`config.mk`:
```
export PLATFORM = sky130hd
export DESIGN_NAME = imem_loader
export DESIGN_NICKNAME = d
export VERILOG_FILES = /design/src/rtl/imem_loader.sv
export SDC_FILE = /design/constraint.sdc
export NUM_CORES = 1
export LEC_CHECK = 0
export CORE_ASPECT_RATIO = 0.7
export CORE_UTILIZATION = 46
export DETAILED_ROUTE_END_ITERATION = 12
export PLACE_DENSITY = 0.82
export SLEW_MARGIN = 20
export SYNTH_ARGS = -nofsm -noshare
export SYNTH_HDL_FRONTEND = slang
export SYNTH_SLANG_ARGS = --single-unit
export TNS_END_PERCENT = 10
```
`constraint.sdc`:
```
create_clock -name clk -period 2.5 [get_ports clk]
set_clock_uncertainty 0.2 [all_clocks]
set_input_delay 0.375 -clock clk [delete_from_list [all_inputs] [get_ports clk]]
set_output_delay 0.375 -clock clk [all_outputs]
set_load 0.1 [all_outputs]
```
`src/rtl/imem_loader.sv`:
```
// imem_loader: streams big-endian program bytes into instruction memory one word at a time,
// holding the CPU fetch while a load is in progress.
module imem_loader #(
    parameter int DEPTH = 1024
) (
    input  logic        clk,
    input  logic        rst_n,
    input  logic        start,
    input  logic [10:0] word_count,
    input  logic        byte_valid,
    input  logic [7:0]  byte_data,
    output logic        byte_ready,
    output logic        imem_we,
    output logic [31:0] imem_addr,
    output logic [31:0] imem_wdata,
    output logic        busy,
    output logic        cpu_hold,
    output logic        done,
    output logic        err
);
    typedef enum logic [1:0] {IDLE, RECV, WRITE, DONE} state_t;
    localparam logic [31:0] DEPTH_U = 32'(DEPTH);
    state_t      state_q;
    logic [1:0]  idx_q;
    logic [10:0] count_q, words_q;
    logic [31:0] addr_q, word_q;
    logic        ready_q, we_q, busy_q, done_q, err_q;
    logic        bad_count, last_word;
    assign bad_count  = word_count == 11'd0 || {21'd0, word_count} > DEPTH_U;
    assign last_word  = words_q + 11'd1 == count_q;
    assign byte_ready = ready_q;
    assign imem_we    = we_q;
    assign imem_addr  = addr_q;
    assign imem_wdata = word_q;
    assign busy       = busy_q;
    assign cpu_hold   = busy_q;
    assign done       = done_q;
    assign err        = err_q;
    always_ff @(posedge clk) begin
        if (!rst_n) begin
            state_q <= IDLE;
            idx_q   <= 2'd0;
            count_q <= 11'd0;
            words_q <= 11'd0;
            addr_q  <= 32'd0;
            word_q  <= 32'd0;
            ready_q <= 1'b0;
            we_q    <= 1'b0;
            busy_q  <= 1'b0;
            done_q  <= 1'b0;
            err_q   <= 1'b0;
        end else begin
            done_q <= 1'b0;
            err_q  <= 1'b0;
            we_q   <= 1'b0;
            case (state_q)
                IDLE: if (start) begin
                    if (bad_count) err_q <= 1'b1;
                    else begin
                        count_q <= word_count;
                        idx_q   <= 2'd0;
                        words_q <= 11'd0;
                        addr_q  <= 32'd0;
                        busy_q  <= 1'b1;
                        ready_q <= 1'b1;
                        state_q <= RECV;
                    end
                end
                RECV: if (byte_valid) begin
                    // shifting in MSB-first leaves byte 0 in [31:24] after four bytes
                    word_q <= {word_q[23:0], byte_data};
                    idx_q  <= idx_q + 2'd1;
                    if (idx_q == 2'd3) begin
                        ready_q <= 1'b0;
                        we_q    <= 1'b1;
                        state_q <= WRITE;
                    end
                end
                WRITE: begin
                    words_q <= words_q + 11'd1;
                    if (last_word) begin
                        busy_q  <= 1'b0;
                        done_q  <= 1'b1;
                        state_q <= DONE;
                    end else begin
                        addr_q  <= addr_q + 32'd4;
                        ready_q <= 1'b1;
                        state_q <= RECV;
                    end
                end
                default: state_q <= IDLE;
            endcase
        end
    end
endmodule

```
==> results <==
-- final timing paths --
kind	from	to
worst max-delay path	words_q[4]$_SDFFE_PN0P_	imem_addr[26]$_SDFFE_PN0P_
worst min-delay path	word_count[9]	count_q[9]$_SDFFE_PN0P_
worst max register to register	words_q[4]$_SDFFE_PN0P_	imem_addr[26]$_SDFFE_PN0P_
worst min register to register	imem_wdata[30]$_SDFFE_PN0P_	imem_wdata[30]$_SDFFE_PN0P_
-- stage by stage --
stage | cells | area [µm²] | hold WS, ps
CTS | 796 | 6230 | 276
floorplan | 536 | 4550 | 245
global placement | 772 | 5710 | 251
global route | 796 | 6280 | 221
finish | 796 | 6280 | 183
detailed placement | 772 | 5710 | 266
-- what timing repair did --
| item | in CTS | in global routing |
|---|---|---|
| resized for setup | 36 | 10 |
| gates cloned | 1 | 0 |
| setup endpoints to repair | 33 | 33 |
| buffers inserted | 7 | 0 |
| pin swaps | 8 | 0 |
| hold endpoints to repair | 0 | 0 |
-- layout make-up --
cell class                      instances  area [µm²]
Clock inverter                          4        53.8
Fill cell                             760        3010
Tap cell                              124         155
Inverter                                7        26.3
Multi-Input combinational cell        400        2560
Timing Repair Buffer                  156        1300
Clock buffer                           12         268
Sequential cell                        93        1920
-- registers in the layout, indices dropped and copies added, names as in the netlist --
| signal | flops |
|---|---|
| busy | 1 |
| byte_ready | 1 |
| count_q | 11 |
| done | 1 |
| err | 1 |
| idx_q | 2 |
| imem_addr | 30 |
| imem_wdata | 32 |
| imem_we | 1 |
| state_q | 2 |
| words_q | 11 |
-- worst reg2reg max path: stages (launching register included) --
cell	delay [ps]
dfxtp_2	360
buf_4	180
and4_4	290
a311o_1	180
o32ai_1	90
o21ai_2	260
buf_6	150
o21ai_4	80
buf_6	130
buf_12	120
or3_1	300
a21oi_1	170
-- cell usage after synthesis, types with 7 or more instances --
| master | instances | area, µm² |
|---|---|---|
| a21boi_0 | 39 | 293 |
| nand3_1 | 22 | 110 |
| inv_1 | 7 | 26.3 |
| a21oi_1 | 22 | 110 |
| o31ai_1 | 7 | 52.6 |
| nor3_1 | 7 | 35.0 |
| nor2_1 | 16 | 60.1 |
| and2_1 | 10 | 62.6 |
| and3_1 | 8 | 50.1 |
| xnor2_1 | 11 | 96.3 |
| o21ai_0 | 18 | 90.1 |
| dfxtp_1 | 93 | 1860 |
| o21ai_1 | 13 | 65.1 |
| nand2b_1 | 8 | 50.1 |
| nor2b_1 | 16 | 100 |
| nand2_1 | 97 | 364 |
| mux2i_1 | 14 | 140 |
| or3_1 | 18 | 113 |
| clkbuf_1 | 21 | 78.8 |
| or4_1 | 9 | 67.6 |
| nand4_1 | 7 | 43.8 |
-- kinds of logic after synthesis --
| family | Yosys count |
|---|---|
| AND/OR/NAND/NOR | 241 |
| AO/OA/AOI/OAI | 125 |
| other | 1 |
| buffers and inverters | 43 |
| multiplexers | 14 |
| flip-flops | 93 |
| adder cells (fa/ha/maj) | 3 |
| XOR/XNOR | 15 |
-- metal layers --
layer  vias up  track usage [%]  part of all wire, %
met4         0             7.50                  1.3
met5         -                0                    0
met2       158             43.3                   48
met1      2144             33.8                   45
li1       2145                -                    -
met3        25             5.16                  6.3
-- where the power goes --
group	leakage, µW	internal [µW]	switching (µW)
combinational	0.00148	132	211
sequential	0.000768	1490	15.8
clock	0.000150	866	589
total	0.00240	2490	816
==> results.cfg <==
[routing]
firstDrtPassIters = 5
num_vias = 4472
wl_per_cell_um = 15.9
drtIter0Drc = 442
drc = 0
drt_wl_total_mm = 12.7
antenna_left = 0
vias_per_cell = 5.62

[final_layout]
num_antenna_cells = 0
final_nets = 693
post_route_cells_drive_above_1_share_pct = 31.3
final_cell_mix = buf_4 (125), nand2_1 (97), dfxtp_1 (67)
fin_util_pct = 67.6
layout.cells.most_common = buf_4
synthToLayoutAreaGrowth_pct = 39.7

[synthesis]
synth_edf_count = 0
synthMuxAreaShare_pct = 3.12
synth-xor-area-share_pct = 2.92
synth_cell_types = 50
synth-main-ff-cell = dfxtp_1
synth_fa_ha_area_share_pct = 0.834
synth_seq_cells = 93
syn_avg_cell_area_um2 = 8.41
netlist_area_mm2 = 0.00450
ys_warn_count = 0
synthesis.instances = 535
async_flop_share_pct = 0
yosysSeqAreaShare_pct = 41.4
yosys.area_share.simple_pct = 28.0
synth_top_family_by_area = simple AND/OR/NAND/NOR gates
synth-compound-area-share_pct = 18.9

[global_routing]
grt_max_degree = 47
antenna_found_initial = 0
grt_pass1_vias = 4303
grt_pass1_wl_mm = 21.1
overflow = 0
grtUsageTotal_pct = 25.9

[hold_path]
whs_path_depth = 3
hp-class = in -> reg

[timing]
fin_crit_sh_pct = 103
fmax_ghz = 0.388
hold_viol = 0
rsz0062_at_grt = yes
setup_violations = 13
drv_slew = 0
final.min_clock_period_ps = 2580
layout_setup_ws_ps = -78.0
tns_ps = -576

[power_and_ir_drop]
finalPower_uw = 3300
p_per_area_mw_per_mm2 = 525
leakage_uw = 0.00240
peakVddDrop_mv = 0.373

[cts]
tritoncts = yes
cts_sinks = 93
h-tree-depth = 3
cts_buffer_depth = 2
cts_inserted_buffers = 9
cts.clk_slew.worst_paths_ps = 70
cts_root_buf = clkbuf_16
clk_latency_ps = 340
hold_buffers = 0

[floorplanning]
rows = 29
ios = 93
die_area_mm2 = 0.0102
fp.dieH_um = 84.7
die_w_um = 120
start_util_pct = 48.4
coreArea_mm2 = 0.00929

[place]
gp_congestion = 0.894
numPortBuffers = 90
dpl.hpwl_mm = 8.95
pre_cts_slack_ps = -540

[critical_path]
rr_worst_depth = 11
max_stage_delay_ps = 360
criticalPathCategory = reg -> reg
cpLargestDelayFamily = compound AO/OA/AOI/OAI gates
critPathSlowestCell = dfxtp_2
start_kind = flip-flop
crit_chain = buf_4 > and4_4 > a311o_1 > o32ai_1 > o21ai_2 > buf_6 > o21ai_4 > buf_6 > buf_12 > or3_1 > a21oi_1
crit_fanout = 8
crit_required_ps = 2570
critical_path_depth = 11
reg2reg_setup_slack_ps = -80
cp_num_buf_inv = 4
cp-end-kind = flip-flop
cp.arrival_ps = 2650
critPathMostFrequentCell = buf_6

[run_status]
status = finished with violations
violations = negative setup slack

[flow_run]
maxCapViolations = 0
(Power assumes the default switching activity.)
==> variant 1, RTL diff (config.mk and constraints unchanged) <==
Encoding of `state_t`: now one-hot (4 bits for 4 states).
--- a/src/rtl/imem_loader.sv
+++ b/src/rtl/imem_loader.sv
@@ -18,7 +18,7 @@
     output logic        done,
     output logic        err
 );
-    typedef enum logic [1:0] {IDLE, RECV, WRITE, DONE} state_t;
+    typedef enum logic [3:0] {IDLE = 4'b0001, RECV = 4'b0010, WRITE = 4'b0100, DONE = 4'b1000} state_t;
     localparam logic [31:0] DEPTH_U = 32'(DEPTH);
     state_t      state_q;
     logic [1:0]  idx_q;
Behaviour: no difference found for any inputs over 10 cycles, from zero or initial values and one cycle with rst_n low; not proved beyond that.
==> variant 1 against the unedited design <==
The run still ends with negative setup slack left. Global-route usage decreased by 0.87 points. Synthesized area decreased by 0.78%. Sequential share of layout area is 0.72 points higher. Power rose by 1.4%. Via count grew 3.2%. Cell count grew 1.3%. Worst setup slack worse by 0.069 ns. Sequential power increased by 3%. Synthesized cell count grew 2.2%. Sequential cell count up 2. Wire length is 3.8% higher. Cell area grew 0.62%. Critical endpoint is now busy$_SDFFE_PN0P_. Highest routed layer unchanged.
==> variant 1: results (changes against the unedited design) <==
metric	value	unit	change
status	complete, but fails checks		
violations	negative setup slack		
hold-worst-slack	0.256	ns	+0.0735 ns
grt_pass1_vias	4217		-2.0%
p_sw	0.000954	W	+17%
critPathSlowestCell	a2111o_1		
worstHoldPathType	reg -> reg		
cap_viol_max_count	0		unchanged
slowest_delay	0.46	ns	+0.10 ns
grt_pass1_wl	20100	um	-4.3%
setup_slack	-0.147	ns	-0.0687 ns
grt_max_degree	59		+26%
r2r-end	busy$_SDFFE_PN0P_		
synth_ff_type	dfxtp_1		
place_ws	-0.253	ns	+0.287 ns
hp-start	imem_wdata[27]$_SDFFE_PN0P_		
viasPerCell	5.73		+1.9%
synthXorXnorAreaFrac	3.76	%	+0.84 points
netlist_top_cells_count	nand2_1, dfxtp_1, a21oi_1		
gp_congestion	0.882		-1.3%
postCtsSetupBuffers	1		-6
r2r_cells	8		-3
final_layout_size_suffix_gt1_share	32.7	%	+1.4 points
hold_path_end	imem_wdata[27]$_SDFFE_PN0P_		
wl_per_cell	16.4	um	+2.5%
dp_hpwl	8900	um	-0.60%
nets	703		+1.4%
p_comb_share	12.6	%	+2.2 points
synth_cell_types	57		+14%
setup_violations	29		+16
dp.cells	784		+1.6%
synth_area_leaders	dfxtp_1, nand2_1, a21oi_1		
grt_use_total	25.0	%	-0.87 points
cts_buffers	9		unchanged
ir_drop	341	uV	-8.5%
reg2reg_from	words_q[3]$_SDFFE_PN0P_		
p_leak	2.44	nW	+1.7%
hold_depth	2		-1
synth-seq-area-share	42.6	%	+1.2 points
arrival	2.69	ns	+0.04 ns
avgSynthCellArea	8.16	um2	-3.0%
fillers	716		-5.8%
synth_adder_area_share	0.841	%	+0.0066 points
fin_cells	806		+1.3%
postCtsResizedCells	7		-81%
tns	-2.58	ns	-2.01 ns
p_seq	0.00155	W	+3%
drtIter0Drc	393		-11%
synth_compound_area_share	22.1	%	+3.1 points
crit_fanout	6		-2
muxShareOfSynthArea	0.449	%	-2.7 points
==> variant 1: stage by stage <==
step                area [um2]  power [W]  util [%]
floorplan                 4590    0.00183         -
global placement          5750    0.00196      62.2
detailed placement        5750    0.00197      62.2
CTS                       6080    0.00334      65.7
global route              6320    0.00346      68.3
finish                    6320    0.00335      68.3
==> variant 1: layout make-up <==
class,count,area share [%]
Multi-Input combinational cell,410,41.1
Sequential cell,95,31.3
Timing Repair Buffer,151,19.8
Clock buffer,9,3.56
Tap cell,124,2.45
Clock inverter,7,1.15
Inverter,10,0.653
==> variant 1: cell families (layout without fill, tap and decap cells) <==
kind of cell,Yosys count,in the layout
flip-flops,95,95
buffers and inverters,43,177
multiplexers,2,2
AO/OA/AOI/OAI,147,147
AND/OR/NAND/NOR,239,239
XOR/XNOR,17,17
other,1,2
adder cells (fa/ha/maj),3,3
==> variant 1: layer usage <==
metal,wire (um),part of all wire [%],track usage [%]
met1,5720,43,31.8
met2,6460,49,40.5
met3,676,5.1,7.07
met4,325,2.5,9.43
met5,0,0,0
==> variant 2, RTL diff (same settings) <==
Without the edit above. `DEPTH`: 1024 -> 768.
--- a/src/rtl/imem_loader.sv
+++ b/src/rtl/imem_loader.sv
@@ -1,7 +1,7 @@
 // imem_loader: streams big-endian program bytes into instruction memory one word at a time,
 // holding the CPU fetch while a load is in progress.
 module imem_loader #(
-    parameter int DEPTH = 1024
+    parameter int DEPTH = 768
 ) (
     input  logic        clk,
     input  logic        rst_n,
Behaviour: not the same (a bounded check fails within 4 cycles, from zero or initial values and one cycle with rst_n low).
==> variant 2 against the unedited design <==
The flow still finishes with violations (negative setup slack). Worst setup slack got worse by 0.14 ns. First-iteration DRC count decreased by 6.6%. Sequential share of layout area decreased by 0.078 points. Sequential cell count unchanged. Non-clock buffer count increased by 14. Cell area increased by 0.98%. Synthesized area decreased by 3.3%. Count of clock-buffer cells in the layout decreased by 3. Critical path depth decreased by 1. Power increased by 1.4%. Wire length increased by 2.3%. Critical endpoint is now imem_addr[31]$_SDFFE_PN0P_. Highest routed layer unchanged.
==> variant 2: results (changes against the unedited design) <==
metric	value	unit	change
grt_use_total	26.6	%	+0.68 points
status	complete, but fails checks		
clk_share	4.85	%	-0.27 points
p_comb_share	12.6	%	+2.2 points
nets	701		+1.2%
setup_violations	31		+18
drtIter0Drc	413		-6.6%
seq_area_share	30.5	%	-0.078 points
netlist_area	0.00435	mm2	-3.3%
p_sw	0.000894	W	+9.5%
synth-seq-area-share	42.8	%	+1.4 points
clkbuf_count	9		-3
grt_pass1_vias	4345		+0.98%
wl_per_cell	16.2	um	+1.3%
ir_drop	429	uV	+15%
violations	negative setup slack		
worstHoldPathType	reg -> reg		
r2r-end	imem_addr[31]$_SDFFE_PN0P_		
hold_depth	2		-1
buffers	170		+9.0%
reg2reg_from	words_q[0]$_SDFFE_PN0P_		
fin_area	0.00634	mm2	+0.98%
hold-worst-slack	0.257	ns	+0.0744 ns
grt_pass1_wl	21000	um	-0.16%
setup_slack	-0.222	ns	-0.144 ns
final_layout_size_suffix_gt1_share	35.7	%	+4.5 points
dp_hpwl	8880	um	-0.88%
-- variant 2: logic make-up (layout without fill, tap and decap cells) --
kind of cell	after synthesis	after routing	share of synthesized area [%]
and+or+nand+nor	229	229	27.1
AOI/OAI and AO/OA	142	143	20.3
xor gates and xnor gates	10	10	2.01
adders and majority gates	4	4	1.09
muxes	10	10	2.30
other	1	2	0.0862
DFF	93	93	42.8
buffers and inverters	40	189	4.26
-- variant 2: worst max-delay path by stage --
stage	from	end	slack, ns	cells after the start
2_1_floorplan	words_q[0]$_SDFFE_PN0P_	imem_addr[27]$_SDFFE_PN0P_	-0.05	10
3_3_place_gp	word_count[0]	imem_addr[18]$_SDFFE_PN0P_	-0.61	9
3_5_place_dp	word_count[0]	imem_addr[18]$_SDFFE_PN0P_	-0.73	9
4_1_cts	words_q[0]$_SDFFE_PN0P_	imem_addr[28]$_SDFFE_PN0P_	-0.17	10
5_1_grt	words_q[0]$_SDFFE_PN0P_	imem_addr[19]$_SDFFE_PN0P_	-0.30	10
6_report	words_q[0]$_SDFFE_PN0P_	imem_addr[31]$_SDFFE_PN0P_	-0.22	10
-- variant 2: per-stage QoR --
stage	power, W	worst slack (ns)
4_1_cts	0.00335	-0.175
3_5_place_dp	0.00194	-0.730
2_1_floorplan	0.00178	-0.0457
5_1_grt	0.00348	-0.300
6_report	0.00335	-0.222
3_3_place_gp	0.00193	-0.611
-- variant 2: metal layers --
metal | GRT usage [%] | vias up
li1 | - | 2213
met1 | 35.7 | 2228
met2 | 41.5 | 216
met3 | 5.91 | 35
met4 | 10.6 | 0
met5 | 0 | -
-- variant 2: timing repair --
action                                  in CTS  in global routing
resized for setup                           34                 29
endpoints found under the setup margin      36                 32
pin swaps                                   21                 20
cloned                                       1                  0
buffers inserted                             5                  7
